[config.mk]
export PLATFORM = sky130hd
export DESIGN_NAME = des_decrypt_core
export DESIGN_NICKNAME = d
export VERILOG_FILES = /design/src/rtl/des_pkg.sv /design/src/rtl/des_feistel_f.sv /design/src/rtl/final_permutation.sv /design/src/rtl/des_decrypt_core.sv
export SDC_FILE = /design/constraint.sdc
export NUM_CORES = 1
export LEC_CHECK = 0
export ABC_AREA = 1
export BUFFER_PORTS_ARGS = -buffer_cell sky130_fd_sc_hd__buf_2
export CAP_MARGIN = 20
export CORE_AREA = 3 3 90 92
export DETAILED_ROUTE_END_ITERATION = 8
export DIE_AREA = 0 0 93 95
export HOLD_SLACK_MARGIN = 0.05
export PLACE_DENSITY = 0.9
export REMOVE_ABC_BUFFERS = 1
export SETUP_SLACK_MARGIN = 0.5
export SLEW_MARGIN = 30
export SYNTH_ARGS = -nofsm -noshare
export SYNTH_HDL_FRONTEND = slang
export SYNTH_SLANG_ARGS = --single-unit
[constraint.sdc]
create_clock -name clk -period 2.69 [get_ports clk]
set_input_delay 0.4035 -clock clk [delete_from_list [all_inputs] [get_ports clk]]
set_output_delay 0.4035 -clock clk [all_outputs]
set_load 0.05 [all_outputs]
[src/rtl/des_pkg.sv]
// Constant tables, state type and bit-permutation helpers for the DES decryption core.
// Tables use DES 1-based numbering where DES bit 1 is the vector MSB.
package des_pkg;

  typedef enum logic [1:0] {
    IDLE  = 2'd0,
    ROUND = 2'd1,
    DONE  = 2'd2
  } state_e;

  localparam int unsigned IP_T [64] = '{
    58, 50, 42, 34, 26, 18, 10, 2,  60, 52, 44, 36, 28, 20, 12, 4,
    62, 54, 46, 38, 30, 22, 14, 6,  64, 56, 48, 40, 32, 24, 16, 8,
    57, 49, 41, 33, 25, 17,  9, 1,  59, 51, 43, 35, 27, 19, 11, 3,
    61, 53, 45, 37, 29, 21, 13, 5,  63, 55, 47, 39, 31, 23, 15, 7};

  localparam int unsigned FP_T [64] = '{
    40, 8, 48, 16, 56, 24, 64, 32,  39, 7, 47, 15, 55, 23, 63, 31,
    38, 6, 46, 14, 54, 22, 62, 30,  37, 5, 45, 13, 53, 21, 61, 29,
    36, 4, 44, 12, 52, 20, 60, 28,  35, 3, 43, 11, 51, 19, 59, 27,
    34, 2, 42, 10, 50, 18, 58, 26,  33, 1, 41,  9, 49, 17, 57, 25};

  localparam int unsigned E_T [48] = '{
    32,  1,  2,  3,  4,  5,   4,  5,  6,  7,  8,  9,
     8,  9, 10, 11, 12, 13,  12, 13, 14, 15, 16, 17,
    16, 17, 18, 19, 20, 21,  20, 21, 22, 23, 24, 25,
    24, 25, 26, 27, 28, 29,  28, 29, 30, 31, 32,  1};

  localparam int unsigned P_T [32] = '{
    16,  7, 20, 21, 29, 12, 28, 17,   1, 15, 23, 26,  5, 18, 31, 10,
     2,  8, 24, 14, 32, 27,  3,  9,  19, 13, 30,  6, 22, 11,  4, 25};

  localparam int unsigned PC1_T [56] = '{
    57, 49, 41, 33, 25, 17,  9,   1, 58, 50, 42, 34, 26, 18,
    10,  2, 59, 51, 43, 35, 27,  19, 11,  3, 60, 52, 44, 36,
    63, 55, 47, 39, 31, 23, 15,   7, 62, 54, 46, 38, 30, 22,
    14,  6, 61, 53, 45, 37, 29,  21, 13,  5, 28, 20, 12,  4};

  localparam int unsigned PC2_T [48] = '{
    14, 17, 11, 24,  1,  5,   3, 28, 15,  6, 21, 10,
    23, 19, 12,  4, 26,  8,  16,  7, 27, 20, 13,  2,
    41, 52, 31, 37, 47, 55,  30, 40, 51, 45, 33, 48,
    44, 49, 39, 56, 34, 53,  46, 42, 50, 36, 29, 32};

  localparam int unsigned SHIFT [16] = '{1, 1, 2, 2, 2, 2, 2, 2, 1, 2, 2, 2, 2, 2, 2, 1};

  // Each S-box is stored row-major: entry index = {row, column}.
  localparam int unsigned SBOX [8][64] = '{
    '{14, 4, 13, 1, 2, 15, 11, 8, 3, 10, 6, 12, 5, 9, 0, 7,  0, 15, 7, 4, 14, 2, 13, 1, 10, 6, 12, 11, 9, 5, 3, 8,
       4, 1, 14, 8, 13, 6, 2, 11, 15, 12, 9, 7, 3, 10, 5, 0,  15, 12, 8, 2, 4, 9, 1, 7, 5, 11, 3, 14, 10, 0, 6, 13},
    '{15, 1, 8, 14, 6, 11, 3, 4, 9, 7, 2, 13, 12, 0, 5, 10,  3, 13, 4, 7, 15, 2, 8, 14, 12, 0, 1, 10, 6, 9, 11, 5,
       0, 14, 7, 11, 10, 4, 13, 1, 5, 8, 12, 6, 9, 3, 2, 15,  13, 8, 10, 1, 3, 15, 4, 2, 11, 6, 7, 12, 0, 5, 14, 9},
    '{10, 0, 9, 14, 6, 3, 15, 5, 1, 13, 12, 7, 11, 4, 2, 8,  13, 7, 0, 9, 3, 4, 6, 10, 2, 8, 5, 14, 12, 11, 15, 1,
      13, 6, 4, 9, 8, 15, 3, 0, 11, 1, 2, 12, 5, 10, 14, 7,  1, 10, 13, 0, 6, 9, 8, 7, 4, 15, 14, 3, 11, 5, 2, 12},
    '{7, 13, 14, 3, 0, 6, 9, 10, 1, 2, 8, 5, 11, 12, 4, 15,  13, 8, 11, 5, 6, 15, 0, 3, 4, 7, 2, 12, 1, 10, 14, 9,
      10, 6, 9, 0, 12, 11, 7, 13, 15, 1, 3, 14, 5, 2, 8, 4,  3, 15, 0, 6, 10, 1, 13, 8, 9, 4, 5, 11, 12, 7, 2, 14},
    '{2, 12, 4, 1, 7, 10, 11, 6, 8, 5, 3, 15, 13, 0, 14, 9,  14, 11, 2, 12, 4, 7, 13, 1, 5, 0, 15, 10, 3, 9, 8, 6,
       4, 2, 1, 11, 10, 13, 7, 8, 15, 9, 12, 5, 6, 3, 0, 14,  11, 8, 12, 7, 1, 14, 2, 13, 6, 15, 0, 9, 10, 4, 5, 3},
    '{12, 1, 10, 15, 9, 2, 6, 8, 0, 13, 3, 4, 14, 7, 5, 11,  10, 15, 4, 2, 7, 12, 9, 5, 6, 1, 13, 14, 0, 11, 3, 8,
       9, 14, 15, 5, 2, 8, 12, 3, 7, 0, 4, 10, 1, 13, 11, 6,  4, 3, 2, 12, 9, 5, 15, 10, 11, 14, 1, 7, 6, 0, 8, 13},
    '{4, 11, 2, 14, 15, 0, 8, 13, 3, 12, 9, 7, 5, 10, 6, 1,  13, 0, 11, 7, 4, 9, 1, 10, 14, 3, 5, 12, 2, 15, 8, 6,
       1, 4, 11, 13, 12, 3, 7, 14, 10, 15, 6, 8, 0, 5, 9, 2,  6, 11, 13, 8, 1, 4, 10, 7, 9, 5, 0, 15, 14, 2, 3, 12},
    '{13, 2, 8, 4, 6, 15, 11, 1, 10, 9, 3, 14, 5, 0, 12, 7,  1, 15, 13, 8, 10, 3, 7, 4, 12, 5, 6, 11, 0, 14, 9, 2,
       7, 11, 4, 1, 9, 12, 14, 2, 0, 6, 10, 13, 15, 3, 5, 8,  2, 1, 14, 7, 4, 10, 8, 13, 15, 12, 9, 0, 3, 5, 6, 11}};

  function automatic logic [63:0] ip_perm(input logic [63:0] x);
    logic [63:0] y;
    y = '0;
    for (int j = 0; j < 64; j++) y[6'(63 - j)] = x[6'(64 - IP_T[j])];
    return y;
  endfunction

  function automatic logic [55:0] pc1_perm(input logic [63:0] k);
    logic [55:0] y;
    y = '0;
    for (int j = 0; j < 56; j++) y[6'(55 - j)] = k[6'(64 - PC1_T[j])];
    return y;
  endfunction

  function automatic logic [47:0] pc2_perm(input logic [55:0] cd);
    logic [47:0] y;
    y = '0;
    for (int j = 0; j < 48; j++) y[6'(47 - j)] = cd[6'(56 - PC2_T[j])];
    return y;
  endfunction

  function automatic logic [27:0] rotr28(input logic [27:0] v, input logic by_two);
    return by_two ? {v[1:0], v[27:2]} : {v[0], v[27:1]};
  endfunction

endpackage

[src/rtl/des_feistel_f.sv]
// DES round function f(R, K): expansion, key mix, S-box substitution, P permutation.
module des_feistel_f
  import des_pkg::*;
(
  input  logic [31:0] r_i,
  input  logic [47:0] k_i,
  output logic [31:0] f_o
);

  logic [47:0] e_s;
  logic [47:0] x_s;
  logic [31:0] s_s;
  logic [5:0]  six_s;

  always_comb begin
    e_s   = '0;
    s_s   = '0;
    six_s = '0;
    f_o   = '0;
    for (int j = 0; j < 48; j++) e_s[6'(47 - j)] = r_i[5'(32 - E_T[j])];
    x_s = e_s ^ k_i;
    // Row comes from the outer bits of each 6-bit group, column from the inner four.
    for (int k = 0; k < 8; k++) begin
      six_s = x_s[6'(42 - 6 * k) +: 6];
      s_s[5'(28 - 4 * k) +: 4] = 4'(SBOX[3'(k)][{six_s[5], six_s[0], six_s[4:1]}]);
    end
    for (int j = 0; j < 32; j++) f_o[5'(31 - j)] = s_s[5'(32 - P_T[j])];
  end

endmodule

[src/rtl/final_permutation.sv]
// DES final permutation (inverse IP), purely combinational.
module final_permutation
  import des_pkg::*;
(
  input  logic [63:0] data_i,
  output logic [63:0] data_o
);

  always_comb begin
    data_o = '0;
    for (int j = 0; j < 64; j++) data_o[6'(63 - j)] = data_i[6'(64 - FP_T[j])];
  end

endmodule

[src/rtl/des_decrypt_core.sv]
// Iterative DES decryption: one Feistel round per clock, subkeys K16..K1 derived
// on the fly by rotating the PC-1 halves right.
module des_decrypt_core
  import des_pkg::*;
(
  input  logic        clk,
  input  logic        rst,
  input  logic        in_valid,
  output logic        in_ready,
  input  logic [63:0] ciphertext,
  input  logic [63:0] key,
  output logic        out_valid,
  input  logic        out_ready,
  output logic [63:0] plaintext,
  output logic        busy
);

  state_e      state_q, state_d;
  logic [31:0] l_q, l_d, r_q, r_d;
  logic [27:0] c_q, c_d, d_q, d_d;
  logic [3:0]  cnt_q, cnt_d;
  logic [63:0] pt_q, pt_d;
  logic        ov_q, ov_d;

  logic [47:0] subkey_s;
  logic [31:0] f_s, r_new_s;
  logic [63:0] ip_s, fp_s;
  logic [55:0] pc1_s;
  logic        shift2_s;

  assign ip_s     = ip_perm(ciphertext);
  assign pc1_s    = pc1_perm(key);
  assign subkey_s = pc2_perm({c_q, d_q});
  assign r_new_s  = l_q ^ f_s;
  // Reverse schedule: after round i undo the encryption shift SHIFT[15-i].
  assign shift2_s = (SHIFT[~cnt_q] == 32'd2);

  des_feistel_f u_feistel (
    .r_i (r_q),
    .k_i (subkey_s),
    .f_o (f_s)
  );

  // Last round's halves go out swapped (R16 || L16).
  final_permutation u_fp (
    .data_i ({r_new_s, r_q}),
    .data_o (fp_s)
  );

  always_comb begin
    state_d = state_q;
    l_d     = l_q;
    r_d     = r_q;
    c_d     = c_q;
    d_d     = d_q;
    cnt_d   = cnt_q;
    pt_d    = pt_q;
    ov_d    = ov_q;
    case (state_q)
      IDLE: begin
        if (in_valid) begin
          l_d     = ip_s[63:32];
          r_d     = ip_s[31:0];
          c_d     = pc1_s[55:28];
          d_d     = pc1_s[27:0];
          cnt_d   = 4'd0;
          state_d = ROUND;
        end else begin
          state_d = IDLE;
        end
      end
      ROUND: begin
        l_d = r_q;
        r_d = r_new_s;
        c_d = rotr28(c_q, shift2_s);
        d_d = rotr28(d_q, shift2_s);
        if (cnt_q == 4'd15) begin
          pt_d    = fp_s;
          ov_d    = 1'b1;
          state_d = DONE;
        end else begin
          cnt_d = cnt_q + 4'd1;
        end
      end
      DONE: begin
        if (out_ready) begin
          ov_d    = 1'b0;
          state_d = IDLE;
        end else begin
          ov_d = 1'b1;
        end
      end
      default: begin
        ov_d    = 1'b0;
        state_d = IDLE;
      end
    endcase
  end

  always_ff @(posedge clk or posedge rst) begin
    if (rst) begin
      state_q <= IDLE;
      l_q     <= '0;
      r_q     <= '0;
      c_q     <= '0;
      d_q     <= '0;
      cnt_q   <= '0;
      pt_q    <= '0;
      ov_q    <= 1'b0;
    end else begin
      state_q <= state_d;
      l_q     <= l_d;
      r_q     <= r_d;
      c_q     <= c_d;
      d_q     <= d_d;
      cnt_q   <= cnt_d;
      pt_q    <= pt_d;
      ov_q    <= ov_d;
    end
  end

  assign in_ready  = (state_q == IDLE);
  assign busy      = (state_q != IDLE);
  assign out_valid = ov_q;
  assign plaintext = pt_q;

endmodule
# Word level (Yosys, flattened, before mapping)
# Memory sizes are Yosys's and may differ from the RTL's.
# Index checks and enable logic that the tools add are counted.
word_totals:
  regBits: 131
  rom_bits: 8704
  inputBits: 132
  out_inout_bits: 67
  word_cells: 70
  n_memories: 5
op_classes:
  n_addsub: 1
  magnitude_cmp: 5
  eq_ne: 8
  muxes: 27
  bitwise: 9
  n_reduce_logical: 8
mem_list:
  columns: ["name", "depth", "word_bits", "read_ports", "rd_clocked_by_memory_dff", "wr", "line", "text"]
  rows:
  - ["(name not given)", 64, 32, 1, 0, 0, "des_feistel_f.sv:25", "s_s[5'(28 - 4 * k) +: 4] = 4'(SBOX[3'(k)][{six_s[5], six_s[0], six_s[4:1]}]);"]
  - ["(name not given)", 64, 32, 1, 0, 0, "des_feistel_f.sv:25", null]
  - ["(name not given)", 64, 32, 1, 0, 0, "des_feistel_f.sv:25", null]
  - ["(name not given)", 64, 32, 1, 0, 0, "des_feistel_f.sv:25", null]
  - ["(name not given)", 16, 32, 1, 0, 0, "des_decrypt_core.sv:36", "assign shift2_s = (SHIFT[~cnt_q] == 32'd2);"]
ops:
  columns: ["operator", "n"]
  rows:
  - ["$mux 32", 4]
  - ["$pmux 32 s2", 2]
  - ["$mux 28", 2]
  - ["$pmux 28 s2", 1]
  - ["$eq 32x2->1 const B", 1]
  - ["$xor 32x14->32", 1]
  - ["$ge 7x7->1 const B", 4]
  - ["$not 6->7", 4]
  - ["$xor 24x24->24", 1]
  - ["$mux 4", 4]
  - ["$mux 3", 4]
  - ["$mux 2", 4]
  - ["$ne 2x2->1 const B", 4]
  - ["$pmux 4 s2", 1]
  - ["$reduce_and 2->1", 4]
  - ["$pmux 2 s3", 1]
  - ["$ge 5x5->1 const B", 1]
  - ["$not 4->5", 1]
  - ["$add 4x1->4 const B", 1]
  - ["$eq 4x4->1 const B", 1]
  - ["$not 4->4", 1]
  - ["$reduce_bool 2->1", 2]
  - ["$mux 1", 3]
  - ["$pmux 1 s3", 1]
  - ["other kinds (5)", 5]

# Longest topological paths before layout
depth:
  word_depth: 8
  depth_mapped: 10
  mapped_depth_nobuf: 9

# Hierarchy
# A second synthesis with hierarchy kept.
hier_totals:
  cells_unflattened: 1185
  area_unflattened_um2: 9582.9
by_module_without_submodules:
  columns: ["module", "instances", "cells_each", "area_each_um2", "seq_area_each_um2"]
  rows:
  - ["des_decrypt_core", 1, 1087, 8854.7, 4779.6]
  - ["final_permutation", 1, 65, 484.2, 0.0]
  - ["des_feistel_f", 1, 33, 244.0, 0.0]

# Least setup slack after synthesis
# Ideal clock, no wire load.
synth_timing:
  path_kind: "reg-to-reg"
  start: "reg state_q[0]"
  end: "reg l_q[20]"
  setup_ns: 0.126
  t_arrival_ns: 1.877
  required_time_ns: 2.564
  path_slack_ns: 0.687
  stages_incl_launch_ff: 9
  path_buffers: 1
  synth_period_minus_slack_ns: 2.003
  cell_sequence: "dfrtp_1 inv_1 ha_1 inv_1 nand2_2 nand2_4 buf_4 nand3_1 o21ai_0"
synth_between:
  elab_chain_len: 3
  word_cells_on_any_way: 6
  classes_between: "eq/ne (2); mux (1); reduce/logical (3)"
synth_lines:
  columns: ["item", "line", "text"]
  rows:
  - ["from (decl)", "des_decrypt_core.sv:18", "state_e state_q, state_d;"]
  - ["from (signal assigned)", "des_decrypt_core.sv:111", "state_q <= state_d;"]
  - ["$logic_not 2->1 (*)", null, null]
  - ["named net in_ready", "des_decrypt_core.sv:9", "output logic in_ready,"]
  - ["$ne 2x2->1 (no source line) or $reduce_bool 2->1 (tied branches)", null, null]
  - ["$reduce_and 2->1 (no source line)", null, null]
  - ["to (signal assigned)", "des_decrypt_core.sv:112", "l_q <= l_d;"]
  - ["to (decl)", "des_decrypt_core.sv:19", "logic [31:0] l_q, l_d, r_q, r_d;"]
# The timed path passes the listed nets; every way through them passes the cells marked *.
# A chain may end at the register's enable or synchronous reset.

# Worst setup path in the final report
layout_timing:
  start: "reg state_q[1]"
  end: "reg pt_q[30], in the netlist plaintext[30]"
layout_between:
  elab_chain_len: 2
layout_lines:
  columns: ["item", "line", "text"]
  rows:
  - ["$eq 2x1->1", "des_decrypt_core.sv:59", "case (state_q)"]
  - ["$reduce_and 2->1 (no source line)", null, null]
  - ["to (signal assigned)", "des_decrypt_core.sv:117", "pt_q <= pt_d;"]
  - ["to (decl)", "des_decrypt_core.sv:22", "logic [63:0] pt_q, pt_d;"]
# Every way passes these cells.

==> impl_results.rst <==
.. list-table::
   :header-rows: 1

   * - Metric
     - Value
   * - Outcome
     - finished clean
   * - Dpl cell area
     - 3206 µm²
   * - Static leakage
     - 1.778 nW
   * - Share of total power in combinational logic
     - 32.3%
   * - Minimum period implied by the final worst setup slack
     - 1906 ps
   * - Largest fanout of any net on the critical path
     - 60
   * - Post-synthesis average cell area
     - 8.838 µm²
   * - Root Buffer
     - clkbuf_8
   * - Routability congestion estimate from global placement
     - 0.7235
   * - Diodes inserted
     - 0
   * - MaxCap Viol Count
     - 0
   * - Number of top-level pins
     - 199
   * - Via count normalized by instance count
     - 4.528
   * - Setup repair after global routing missed its margin
     - false
   * - Data arrival, critical path
     - 2140 ps
   * - VDD IR max
     - 0.0003770 V
   * - Total global-route track usage
     - 14.07%
   * - Register Area
     - 1627 µm²
   * - Number of global-route vias before repair
     - 2039
   * - Footprint of the multi-input gates
     - 1035 µm²
   * - Clock tree from TritonCTS
     - yes
   * - Critical path, cell by cell
     - inv_1 -> ha_1 -> nand3_4 -> o21ai_0
   * - Type of the most critical hold path
     - in2async
   * - Clock latency on the worst-skew pair
     - 330 ps
   * - Switching share of power
     - 40.81%
   * - Clock-pin slew on the worst setup and hold paths
     - 70 ps
   * - TritonCTS buffer count
     - 9
   * - Relative contribution of sequential cells to total power
     - 44.0%
   * - Total power per unit cell area
     - 871.4 nW/µm²
   * - Net load switching power
     - 1.198 mW
   * - Post-CTS sizing
     - 0
   * - Setup fix buffers added after clock tree synthesis
     - 0
   * - Chip height
     - 95 µm
   * - Share of the clock period used by the worst path after layout
     - 70.87%
   * - Data required time at the worst endpoint
     - 2920 ps
   * - Number of design-rule violations left by the first detailed-router iteration
     - 93
   * - Number of clock sinks seen by CTS
     - 65
   * - Die Span X
     - 93 µm
   * - Startpoint class of the critical path
     - flop
   * - Sequential element share of the synthesized area
     - 53.34%
   * - Number of levels in the clock H-tree
     - 3
   * - Total setup violations reported at the end of the flow
     - 0
   * - Highest clock frequency the design can meet
     - 524.6 MHz
   * - Proportion of power drawn by the clock network
     - 23.7%
   * - Area enclosed by the die boundary
     - 8835 µm²
   * - Remaining max-slew budget at the tightest pin
     - 56.77%
   * - Pin count of the biggest net entering global routing
     - 61
   * - Layout-stage area growth over the synthesis result
     - 10.46%
   * - Sum Neg Setup Slack
     - 0 ps
   * - Flip-flop and latch count after synthesis
     - 65
   * - Setup Skew
     - 7.314 ps
   * - HPWL after DPL
     - 3895 µm
   * - Largest delay share family, worst path
     - simple AND/OR/NAND/NOR gates
   * - Total of buffers placed on input and output ports
     - 51
   * - Hold buffer count at cts
     - 0
   * - Delay contributed by the slowest stage of the critical path
     - 530 ps
   * - WS Path Type
     - reg2reg
   * - Initial antenna violation count
     - 0
   * - Post-synthesis instance area
     - 3049 µm²
   * - Number of nets in the layout
     - 529
   * - Number of distinct standard cells referenced by the synthesized netlist
     - 20
   * - Floorplan core area
     - 7292 µm²
   * - Cell count after synthesis
     - 345
   * - CP max-delay cell
     - nand3_4
   * - First-pass GRT wire length
     - 9597 µm
   * - Rows
     - 31
   * - Transition at the pin with the smallest max-transition slack
     - 648.5 ps
   * - Area of all placed cells without fillers
     - 3368 µm²
   * - Layout cell share with drive strength beyond 1
     - 19.40%
   * - Final-layout fill cell count
     - 690
   * - Routed vias
     - 2246
   * - Critical path buffers and inverters
     - 1
   * - Total congestion overflow
     - 0
   * - Element type at the critical path end
     - flop
   * - Deepest clock path buffer count
     - 2
   * - Detailed-routing iteration count for the pre-antenna-repair pass
     - 4
   * - Initial cell density of the core
     - 41.82%
   * - Drc violations
     - 0
   * - Post-detailed-route wirelength per cell
     - 11.84 µm
   * - Routed WL
     - 5875 µm
   * - ANT nets after route
     - 0
   * - Number of max-slew violations in the final report
     - 0
   * - Synthesis Warnings
     - 0
   * - Hold Violations, Final
     - 0
   * - Internal cell power
     - 1.737 mW
[power by group through the flow]
stage	clock network [mW]	logic, mW	registers, mW
floorplan	0	0.721	1.30
global placement	0	0.910	1.30
detailed placement	0	0.944	1.31
CTS	0.728	0.952	1.29
global route	0.770	1.08	1.32
finish	0.697	0.947	1.29
[sequential cells by signal, summed over array words and instances (netlist names)]
signal / flops
plaintext: 29
r_q: 16
l_q: 13
cnt_q: 4
state_q: 2
out_valid: 1
[Yosys cell counts]
master	n	area [µm²]
buf_2	8	40.04
dfrtp_1	65	1627
inv_2	3	11.26
nand2_2	2	12.51
conb_1	1	3.750
clkbuf_2	2	10.01
clkbuf_1	1	3.750
nand3_1	21	105.1
nor2_1	3	11.26
nor2_2	1	6.260
nand2_4	1	11.26
o21ai_0	54	270.3
nand2_1	79	296.5
nand4_1	4	25.02
inv_1	37	138.9
buf_4	37	277.8
o21ai_1	17	85.08
buf_6	3	33.78
ha_1	5	62.56
nand3_4	1	17.52
[per-layer routing]
layer / wire, µm / global-route usage (%) / vias to the layer above
met5: 0 / 0 / -
met4: 25 / 5.372 / 0
li1: - / - / 1112
met1: 2705 / 17.64 / 1041
met2: 2675 / 22.32 / 89
met3: 468 / 5.100 / 4
[worst paths after layout]
kind                                 end  slack, ps  cells past startpoint           start
max                        plaintext[30]        780                      4      state_q[1]
min                        plaintext[21]        140                      2             rst
max reg2reg                plaintext[30]        780                      4      state_q[1]
min reg2reg                plaintext[20]        480                      2   plaintext[20]
max in group asynchronous  plaintext[10]       1790                      3             rst
min in group clk                  r_q[5]        320                      3  ciphertext[17]
[through the flow]
step | utilization (%) | std cells | hold WS [ps] | setup WS [ps] | power, mW
6_report | 46.19 | 496 | 140.1 | 783.7 | 2.935
5_1_grt | 46.19 | 496 | 177.8 | 571.9 | 3.167
4_1_cts | 46.19 | 496 | 150.3 | 770.5 | 2.972
3_5_place_dp | 43.96 | 480 | 468.7 | 783.0 | 2.255
3_3_place_gp | 43.96 | 480 | 460.8 | 859.4 | 2.207
2_1_floorplan | - | 328 | 467.2 | 592.3 | 2.023
[cells in the final DEF, fill, tap and decap left out, drive strengths merged]
cell type   n
clkinvlp    2
clkbuf     10
nand2      82
o21ai      71
nand3      22
nor2        4
clkinv      4
inv        40
nand4       4
buf        53
ha          5
conb       35
dfrtp      65
[final cells by class]
cell class                 instances  area share (%)
sequential                        65           48.29
multi-input combinational        223           30.72
timing repair buffer              53           8.024
inverter                          40           4.458
clock buffer                      10           3.789
tap                               99           3.678
clock inverter                     6           1.040
[logic make-up after synthesis]
kind of cell,Yosys count,synth area share [%]
AOI/OAI and AO/OA,71,11.65
DFF,65,53.34
buffers and inverters,91,16.91
adders and majority gates,5,2.052
other,1,0.1230
and+or+nand+nor,112,15.92
[worst reg2reg max path: cells and delay by family, from the launching register on]
family                   cells  cell delay [ps]
AND/OR/NAND/NOR              1              530
AO/OA/AOI/OAI                1              410
flip-flops                   1              400
adder cells (fa/ha/maj)      1              360
buffers and inverters        1              100
(Power assumes the default switching activity.)
